`config.mk`:
```
export PLATFORM = sky130hd
export DESIGN_NAME = multicycle_ctrl
export DESIGN_NICKNAME = d
export VERILOG_FILES = /design/src/rtl/multicycle_ctrl.sv
export SDC_FILE = /design/constraint.sdc
export NUM_CORES = 1
export LEC_CHECK = 0
export CORE_MARGIN = 2
export CORE_UTILIZATION = 37
export CTS_CLUSTER_DIAMETER = 120
export DETAILED_ROUTE_END_ITERATION = 12
export PLACE_DENSITY = 0.82
export SKIP_CTS_REPAIR_TIMING = 1
export SLEW_MARGIN = 20
export SYNTH_ARGS = -nofsm -noshare
export SYNTH_HDL_FRONTEND = slang
export SYNTH_SLANG_ARGS = --single-unit
```
`constraint.sdc`:
```
create_clock -name clk -period 2.36 [get_ports clk]
set_input_delay 0.354 -clock clk [delete_from_list [all_inputs] [get_ports clk]]
set_output_delay 0.354 -clock clk [all_outputs]
set_load 0.01 [all_outputs]
```
`src/rtl/multicycle_ctrl.sv`:
```
// multicycle_ctrl: multicycle FSM sequencing the 16-bit RISC datapath; `ILLEGAL_TRAP_EN traps undefined opcodes into HALT.
module multicycle_ctrl #(
  parameter bit START_IN_RUN = 1'b0
) (
  input  logic        clk,
  input  logic        rst,
  input  logic        run,
  input  logic        test,
  input  logic [15:0] opcode,
  output logic        MemWrite,
  output logic        IRWrite,
  output logic        Imm_5or8,
  output logic        RegWrite,
  output logic        OutREn,
  output logic        Branch,
  output logic        PSWEn,
  output logic        PCWrite,
  output logic        IorD,
  output logic        RegDst,
  output logic        LLorLH,
  output logic        ALUSrcA,
  output logic        JAorJR,
  output logic [1:0]  ALUop,
  output logic [1:0]  ALUSrcB,
  output logic [1:0]  MemtoReg,
  output logic [1:0]  PCSrc,
  output logic        halted,
  output logic        illegal,
  output logic [3:0]  state
);
  typedef enum logic [3:0] {
    IDLE, FETCH, DECODE, EXEC_R, EXEC_I, ALU_WB, MEM_ADDR, MEM_RD,
    MEM_WB, MEM_WR, LOADIMM, BRANCH, JUMP, OUTR, HALT
  } state_t;
  state_t r_state, w_next;
  logic r_illegal;
  logic [4:0] w_op, w_opm1;
  logic w_go, w_trap, w_on, w_jal, w_jr;
  assign w_op = opcode[15:11];
  assign w_opm1 = w_op - 5'd1;
  assign w_go = run && !test;
  assign w_jal = w_op == 5'd12;
  assign w_jr = w_op == 5'd13;
`ifdef ILLEGAL_TRAP_EN
  assign w_trap = r_state == DECODE && opcode[15];
`else
  assign w_trap = 1'b0;
`endif
  always_comb begin
    w_next = IDLE;
    case (r_state)
      IDLE:     w_next = w_go ? FETCH : IDLE;
      FETCH:    w_next = DECODE;
      DECODE:
        case (w_op)
          5'd0:                   w_next = FETCH;
          5'd1, 5'd2, 5'd3, 5'd4: w_next = EXEC_R;
          5'd5:                   w_next = EXEC_I;
          5'd6, 5'd7:             w_next = MEM_ADDR;
          5'd8, 5'd9:             w_next = LOADIMM;
          5'd10:                  w_next = BRANCH;
          5'd11, 5'd12, 5'd13:    w_next = JUMP;
          5'd14:                  w_next = OUTR;
          5'd15:                  w_next = HALT;
          default:                w_next = w_trap ? HALT : FETCH;
        endcase
      EXEC_R, EXEC_I: w_next = ALU_WB;
      MEM_ADDR: w_next = w_op == 5'd7 ? MEM_WR : MEM_RD;
      MEM_RD:   w_next = MEM_WB;
      HALT:     w_next = HALT;
      ALU_WB, MEM_WB, MEM_WR, LOADIMM, BRANCH, JUMP, OUTR: w_next = w_go ? FETCH : IDLE;
      default:  w_next = IDLE;
    endcase
  end
  always_ff @(posedge clk) begin
    if (rst) begin
      r_state   <= START_IN_RUN ? FETCH : IDLE;
      r_illegal <= 1'b0;
    end else begin
      r_state   <= w_next;
      r_illegal <= r_illegal | w_trap;
    end
  end
  // Every decoded output is masked while rst is high so the reset cycle drives nothing.
  assign w_on     = !rst;
  assign IRWrite  = w_on && r_state == FETCH;
  assign PCWrite  = w_on && (r_state == FETCH || r_state == JUMP);
  assign Imm_5or8 = w_on && r_state == DECODE;
  assign ALUSrcA  = w_on && (r_state == EXEC_R || r_state == EXEC_I || r_state == MEM_ADDR);
  assign ALUSrcB  = !w_on ? 2'b00 : r_state == FETCH ? 2'b01 :
                    (r_state == DECODE || r_state == EXEC_I || r_state == MEM_ADDR) ? 2'b10 : 2'b00;
  assign ALUop    = (w_on && r_state == EXEC_R) ? w_opm1[1:0] : 2'b00;
  assign PSWEn    = w_on && (r_state == EXEC_R || r_state == EXEC_I);
  assign RegWrite = w_on && (r_state == ALU_WB || r_state == MEM_WB || r_state == LOADIMM ||
                    (r_state == JUMP && w_jal));
  assign MemtoReg = !w_on ? 2'b00 : r_state == MEM_WB ? 2'b01 : r_state == LOADIMM ? 2'b10 :
                    (r_state == JUMP && w_jal) ? 2'b11 : 2'b00;
  assign IorD     = w_on && (r_state == MEM_RD || r_state == MEM_WR);
  assign MemWrite = w_on && r_state == MEM_WR;
  assign LLorLH   = w_on && r_state == LOADIMM && w_op == 5'd9;
  assign Branch   = w_on && r_state == BRANCH;
  assign PCSrc    = !w_on ? 2'b00 : r_state == BRANCH ? 2'b01 :
                    r_state == JUMP ? (w_jr ? 2'b11 : 2'b10) : 2'b00;
  assign JAorJR   = 1'b0;
  assign OutREn   = w_on && r_state == OUTR;
  assign halted   = w_on && r_state == HALT;
  // SW, LH and BCC carry Rd in the RB field, so route it there once the instruction is loaded.
  assign RegDst   = w_on && r_state != IDLE && r_state != FETCH &&
                    (w_op == 5'd7 || w_op == 5'd9 || w_op == 5'd10);
  assign illegal  = r_illegal;
  assign state    = r_state;
endmodule

```
==> results.rst, run 1 <==
.. list-table::
   :header-rows: 1

   * - Metric
     - Value
   * - Final hold slack
     - 750 ps
   * - Total clock sinks
     - 4
   * - Worst Path Class, Setup
     - input port to output pin
   * - Share of async-settable or async-resettable flops after synthesis
     - 0
   * - Net switching power
     - 118 µW
   * - Avg WL per Cell
     - 13.1 µm
   * - Top-area cell type share of the netlist area
     - 0.0971
   * - Largest stage delay on the critical path
     - 540 ps
   * - Highest-delay cell along the critical path
     - clkdlybuf4s50_1
   * - Share of cells above drive strength 1
     - 0.211
   * - Critical path buffers and inverters
     - 3
   * - Die Y
     - 51.2 µm
   * - Iter 0 DRT Violations
     - 20
   * - Count of port buffers added during placement
     - 33
   * - Pin count of the biggest net entering global routing
     - 19
   * - Unrepaired setup endpoints after global routing
     - no
   * - Initial cell density of the core
     - 0.384
   * - Area of combinational cells with multiple inputs
     - 656 µm²
   * - Cell with the most instances after synthesis
     - nor2_1
   * - DR vias
     - 1093
   * - Sequential element share of the synthesized area
     - 0.0971
   * - Worst hold path class
     - register to register
   * - Post-Syn Area per Cell
     - 6.70 µm²
   * - Smallest setup slack after layout
     - 51.1 ps
   * - Cell area after placement
     - 0.00131 mm²
   * - Static leakage power
     - 0.000801 µW
   * - RD Place Congestion
     - 0.869
   * - Clock buffer count from CTS
     - 3
   * - Biggest fanout along the worst timing path
     - 11
   * - Kind of end point of the critical path
     - output pin
   * - Critical Path Source Type
     - input port
   * - Setup clock skew after layout
     - 3.05 ps
   * - Proportion of power drawn by combinational gates
     - 0.494
   * - Antenna violations before repair
     - 0
   * - Global routing usage summed across all routing layers
     - 0.208
   * - Clock-pin slew on the worst setup and hold paths
     - 40 ps
   * - Detail Placement HPWL
     - 2000 µm
   * - Synthesis warning total
     - 0
   * - Slew Limit Fails
     - 0
   * - Yosys top cell by area
     - dfxtp_1
   * - Share of the cycle needed by the critical path after routing
     - 0.978
   * - Minimum period implied by the final worst setup slack
     - 2310 ps
   * - Remaining antenna violation count
     - 0
   * - Area added between synthesis and finish
     - 67.7%
   * - Synthesized instance count
     - 123
   * - Critical path's most frequent cell
     - clkdlybuf4s50_1
   * - Number of storage elements in the synthesis netlist
     - 4
   * - Core footprint
     - 0.00215 mm²
   * - TritonCTS clock tree
     - built
   * - Number of hold violations in the final report
     - 0
   * - Max-capacitance violation count
     - 0
   * - Endpoints failing setup
     - 0
   * - Vias in the first global route
     - 1021
   * - Area of the mapped netlist
     - 825 µm²
   * - Post-synthesis cell type count
     - 47
   * - Power per Cell Area
     - 242 mW/mm²
   * - Relative contribution of sequential cells to total power
     - 0.254
   * - Internal Pwr Total
     - 217 µW
   * - Cell family with the largest share of critical-path delay
     - buffers and inverters
   * - Switching fraction of total power
     - 0.351
   * - Req. time, crit path
     - 2010 ps
   * - Die area
     - 0.00262 mm²
   * - CTS H-tree depth
     - 1
   * - Antenna cells
     - 0
   * - Outcome
     - finished, final reports clean
   * - Main flop type after synthesis
     - dfxtp_1
   * - Clock latency of the later-clocked register in the worst-skew pair
     - 240 ps
   * - Wire length of the first global-routing pass
     - 4260 µm
   * - Remaining global-route overflow
     - 0
   * - First-pass DRT Iterations
     - 4
   * - Total number of nets in the final design
     - 197
   * - IR drop worst, VDD
     - 0.205 mV
   * - Sum of routed wire length over all layers
     - 2600 µm
   * - Post-place setup slack
     - -287 ps
   * - List of most frequent post-synthesis cells
     - nor2_1 (16), nand2b_1 (9), nor2b_1 (8)
   * - Fmax
     - 433 MHz
   * - Area taken by flip-flops and latches
     - 82.6 µm²
   * - Maximum buffer depth of the clock tree
     - 2
   * - Number of flip-flops in the largest register
     - 4
   * - Part of the total power dissipated in the clock network
     - 0.252
   * - Std-Cell Rows
     - 17
   * - Number of enable-type register cells in the synthesized netlist
     - 0
   * - Die W
     - 51.2 µm
   * - Largest cells by area after synthesis
     - dfxtp_1 (9.7%), nor2_1 (7.3%), nand2b_1 (6.8%), ha_1 (6.1%), nor2b_1 (6.1%)
   * - Final instance area
     - 0.00138 mm²
   * - List of cells traversed by the critical path
     - clkdlybuf4s50_1, buf_4, or2_2, nor2_1, clkdlybuf4s50_1
   * - Number of I/O pins
     - 47
   * - Number of fillers in the final layout
     - 187
   * - Worst path arrival time
     - 1950 ps
   * - Clock Tree Root
     - clkbuf_4
   * - Via-to-Cell Ratio
     - 5.49
   * - Drt drc
     - 0
## cell families (layout without fill, tap and decap cells)
group,Yosys count,in the layout,synth area share
AND/OR/NAND/NOR,58,58,0.401
other,1,2,0.00455
buffers and inverters,20,67,0.120
adder cells (fa/ha/maj),4,4,0.0607
AO/OA/AOI/OAI,36,36,0.317
flip-flops,4,4,0.0971
## tightest hold or removal path, delay by kind of cell (launching register included)
kind,cells,cell delay [ps]
buffers and inverters,1,190
DFF,1,370
and+or+nand+nor,1,140
## metrics by stage
step	util	instances	power [µW]	setup TNS (ps)
5_1_grt	0.644	199	361	0
3_3_place_gp	0.609	196	246	-1410
6_report	0.644	199	335	0
3_5_place_dp	0.609	196	250	-1800
4_1_cts	0.620	199	335	-1900
2_1_floorplan	-	124	178	0
## final cells by class
type	instances	share of cell area
timing repair buffer	59	0.411
clock buffer	3	0.0163
multi-input combinational	100	0.474
inverter	5	0.0136
sequential	4	0.0597
tap	28	0.0253
## cells in the final DEF (no fill, tap or decap), types with 3 or more instances in the layout
master / instances
a21oi_1: 4
buf_4: 26
nor3_1: 4
clkbuf_4: 3
nand2_1: 5
o21ai_0: 6
clkdlybuf4s50_1: 16
dlymetal6s2s_1: 17
inv_1: 5
nand2b_1: 9
nor2_1: 16
ha_1: 4
nand3b_1: 3
nor2b_1: 8
o21a_1: 3
## per-layer routing
metal | GRT usage | vias to the layer above | part of all wire
li1 | - | 541 | -
met1 | 0.237 | 519 | 0.43
met2 | 0.390 | 29 | 0.52
met3 | 0.0234 | 4 | 0.040
met4 | 0.0811 | 0 | 0.015
met5 | 0 | - | 0
## worst paths after layout
| path | startpoint | slack [ps] | endpoint | cells after the start |
|---|---|---|---|---|
| setup / recovery | rst | 50 | MemWrite | 5 |
| hold / removal | state[1]$_SDFF_PP0_ | 750 | state[3]$_SDFF_PP0_ | 2 |
| setup reg to reg | state[3]$_SDFF_PP0_ | 740 | state[0]$_SDFF_PP0_ | 5 |
| hold reg to reg | state[1]$_SDFF_PP0_ | 750 | state[3]$_SDFF_PP0_ | 2 |
## power groups by stage
stage               Sequential (µW)  Combinational [µW]  Clock (µW)
floorplan                      77.8                 101           0
finish                         85.0                 166        84.3
CTS                            83.9                 166        85.7
global route                   87.2                 181        92.8
detailed placement             84.9                 165           0
global placement               84.4                 161           0
Note: power is estimated with default switching activity, not from simulation.
==> run 2: changes to the inputs <==
--- a/config.mk
+++ b/config.mk
@@ -9,6 +9,7 @@
 export CORE_UTILIZATION = 37
 export CTS_CLUSTER_DIAMETER = 120
 export DETAILED_ROUTE_END_ITERATION = 12
+export HOLD_SLACK_MARGIN = 0.15
 export PLACE_DENSITY = 0.82
 export SKIP_CTS_REPAIR_TIMING = 1
 export SLEW_MARGIN = 20
==> results of run 2 <==
The final DEF is identical to that of run 1; final timing and power are the same.
==> run 3: changes to the inputs <==
--- a/config.mk
+++ b/config.mk
@@ -11,6 +11,7 @@
 export DETAILED_ROUTE_END_ITERATION = 12
 export HOLD_SLACK_MARGIN = 0.15
 export PLACE_DENSITY = 0.82
+export REMOVE_ABC_BUFFERS = 1
 export SKIP_CTS_REPAIR_TIMING = 1
 export SLEW_MARGIN = 20
 export SYNTH_ARGS = -nofsm -noshare
==> results.rst, run 3 (synthesis results as in run 1) <==
.. list-table::
   :header-rows: 1

   * - Metric
     - Value
   * - Via-to-Cell Ratio
     - 5.65 (+2.9%)
   * - Depth of the worst hold-timing path
     - 1 (-1)
   * - Minimum period implied by the final worst setup slack
     - 2280 ps (-29.0 ps)
   * - Std-Cell Rows
     - 17 (unchanged)
   * - Slew Limit Fails
     - 0 (unchanged)
   * - Clock buffer count from CTS
     - 3 (unchanged)
   * - Drt drc
     - 0 (unchanged)
   * - Antenna violations before repair
     - 0 (unchanged)
   * - Total clock sinks
     - 4 (unchanged)
   * - Worst hold path class
     - register to register
   * - Number of fillers in the final layout
     - 202 (+8.0%)
   * - Clock latency of the later-clocked register in the worst-skew pair
     - 230 ps (about the same)
   * - Worst r2r dst
     - state[0]$_SDFF_PP0_
   * - Critical Path Source Type
     - input port
   * - Most frequent cells in the layout
     - buf_4 (24), clkdlybuf4s50_1 (18), nor2_1 (16)
   * - Req. time, crit path
     - 2010 ps (about the same)
   * - Remaining global-route overflow
     - 0 (unchanged)
   * - Worst path arrival time
     - 1930 ps (-20 ps)
   * - DR vias
     - 1113 (+1.8%)
   * - Remaining antenna violation count
     - 0 (unchanged)
   * - Avg WL per Cell
     - 13.6 µm (+3.9%)
   * - Die W
     - 51.2 µm (unchanged)
   * - Placed cells
     - 194 (-1.0%)
   * - R2R depth
     - 5 (unchanged)
   * - Final instance area
     - 0.00137 mm² (-1.0%)
   * - Number of I/O pins
     - 47 (unchanged)
   * - Setup clock skew after layout
     - 1.85 ps (-1.21 ps)
   * - Clock-pin slew on the worst setup and hold paths
     - 40 ps (about the same)
   * - Die area
     - 0.00262 mm² (unchanged)
   * - IR drop worst, VDD
     - 0.201 mV (-1.9%)
   * - Die Y
     - 51.2 µm (unchanged)
   * - Kind of end point of the critical path
     - output pin
   * - Final non-filler cell total
     - 197 (-1.0%)
   * - Area added between synthesis and finish
     - 66.0%
   * - Clock Tree Root
     - clkbuf_4
   * - Biggest fanout along the worst timing path
     - 7 (-4)
   * - RD Place Congestion
     - 0.891 (+2.5%)
   * - Worst setup slack for register-to-register paths
     - 740 ps (about the same)
   * - Most common cell after layout, fill and taps aside
     - buf_4
   * - Max-capacitance violation count
     - 0 (unchanged)
   * - Wire length of the first global-routing pass
     - 4220 µm (-1.1%)
   * - Power per Cell Area
     - 247 mW/mm² (+1.8%)
   * - Detail Placement HPWL
     - 2120 µm (+6.2%)
   * - Core footprint
     - 0.00215 mm² (unchanged)
   * - Fmax
     - 439 MHz (+1.3%)
   * - Static leakage power
     - 0.000752 µW (-6.1%)
   * - Share of cells above drive strength 1
     - 0.225 (+0.0143)
   * - Launch point of the worst hold path
     - state[1]$_SDFF_PP0_
   * - Initial cell density of the core
     - 0.384 (unchanged)
   * - Sum of routed wire length over all layers
     - 2680 µm (+2.8%)
   * - Outcome
     - finished, final reports clean
   * - Total number of nets in the final design
     - 195 (-1.0%)
   * - Hold Path End
     - state[3]$_SDFF_PP0_
   * - First-pass DRT Iterations
     - 4 (unchanged)
   * - Number of flip-flops in the largest register
     - 4 (unchanged)
   * - Antenna cells
     - 0 (unchanged)
   * - Vias in the first global route
     - 995 (-2.5%)
   * - Count of port buffers added during placement
     - 33 (unchanged)
   * - Endpoints failing setup
     - 0 (unchanged)
   * - Worst Path Class, Setup
     - input port to output pin
   * - Maximum buffer depth of the clock tree
     - 2 (unchanged)
   * - Final hold slack
     - 569 ps (-181 ps)
   * - Iter 0 DRT Violations
     - 25 (+25%)
   * - Critical R2R Launch
     - state[3]$_SDFF_PP0_
   * - CTS H-tree depth
     - 1 (unchanged)
   * - Cell area after placement
     - 0.00129 mm² (-1.1%)
   * - TritonCTS clock tree
     - built
   * - Global routing usage summed across all routing layers
     - 0.206 (-0.00243)
   * - Smallest setup slack after layout
     - 80.1 ps (+29.0 ps)
   * - Overall power
     - 338 µW (+0.81%)
   * - Pin count of the biggest net entering global routing
     - 17 (-2)
   * - Number of hold violations in the final report
     - 0 (unchanged)
   * - Post-place setup slack
     - -370 ps (-83.6 ps)
   * - Share of the cycle needed by the critical path after routing
     - 0.966 (-0.0123)
## run 3: changes by cell type in the layout (fill, tap and decap cells not counted), sizes merged
cell / before / now
clkbuf: 3 / 4
clkdlybuf4s50: 16 / 18
dlymetal6s2s: 17 / 14
buf: 26 / 24
## run 3: report_power, final
group	leakage, µW	internal (µW)	switching [µW]
clock network	0.0000138	56.9	27.6
logic	0.000705	86.5	80.5
registers	0.0000338	73.1	13.0
## run 3: routing by layer
metal	track usage	up-vias	wire (µm)
met5	0	-	0
met4	0.0721	0	29
met3	0.0439	4	186
met2	0.385	53	1430
met1	0.225	519	1040
li1	-	537	-
## run 3: cell type report
cell class	count	area (µm²)	share of cell area
Tap cell	28	35.0	0.0256
Inverter	5	18.8	0.0137
Clock buffer	3	22.5	0.0165
Multi-Input combinational cell	100	668	0.488
Timing Repair Buffer	57	541	0.395
Sequential cell	4	83.8	0.0612
## run 3: stage by stage
| stage | TNS (ps) | util |
|---|---|---|
| 2_1_floorplan | 0 | - |
| 3_3_place_gp | -1680 | 0.602 |
| 3_5_place_dp | -2160 | 0.602 |
| 4_1_cts | -2080 | 0.613 |
| 5_1_grt | -1.20 | 0.637 |
| 6_report | 0 | 0.637 |
## run 3: worst max-delay path, cell delays in order
cell and delay (ps):
clkdlybuf4s50_1 420, buf_4 170, or2_2 330, nor2_1 110, clkdlybuf4s50_1 540
## run 3: how the worst max path moves through the flow
stage | from | end | slack, ps | cells after the start
finish | rst | MemWrite | 80 | 5
global route | opcode[12] | RegWrite | -1 | 8
CTS | opcode[11] | LLorLH | -360 | 6
detailed placement | opcode[11] | LLorLH | -370 | 6
global placement | opcode[11] | RegDst | -320 | 5
floorplan | state[3]$_SDFF_PP0_ | PCSrc[0] | 460 | 3
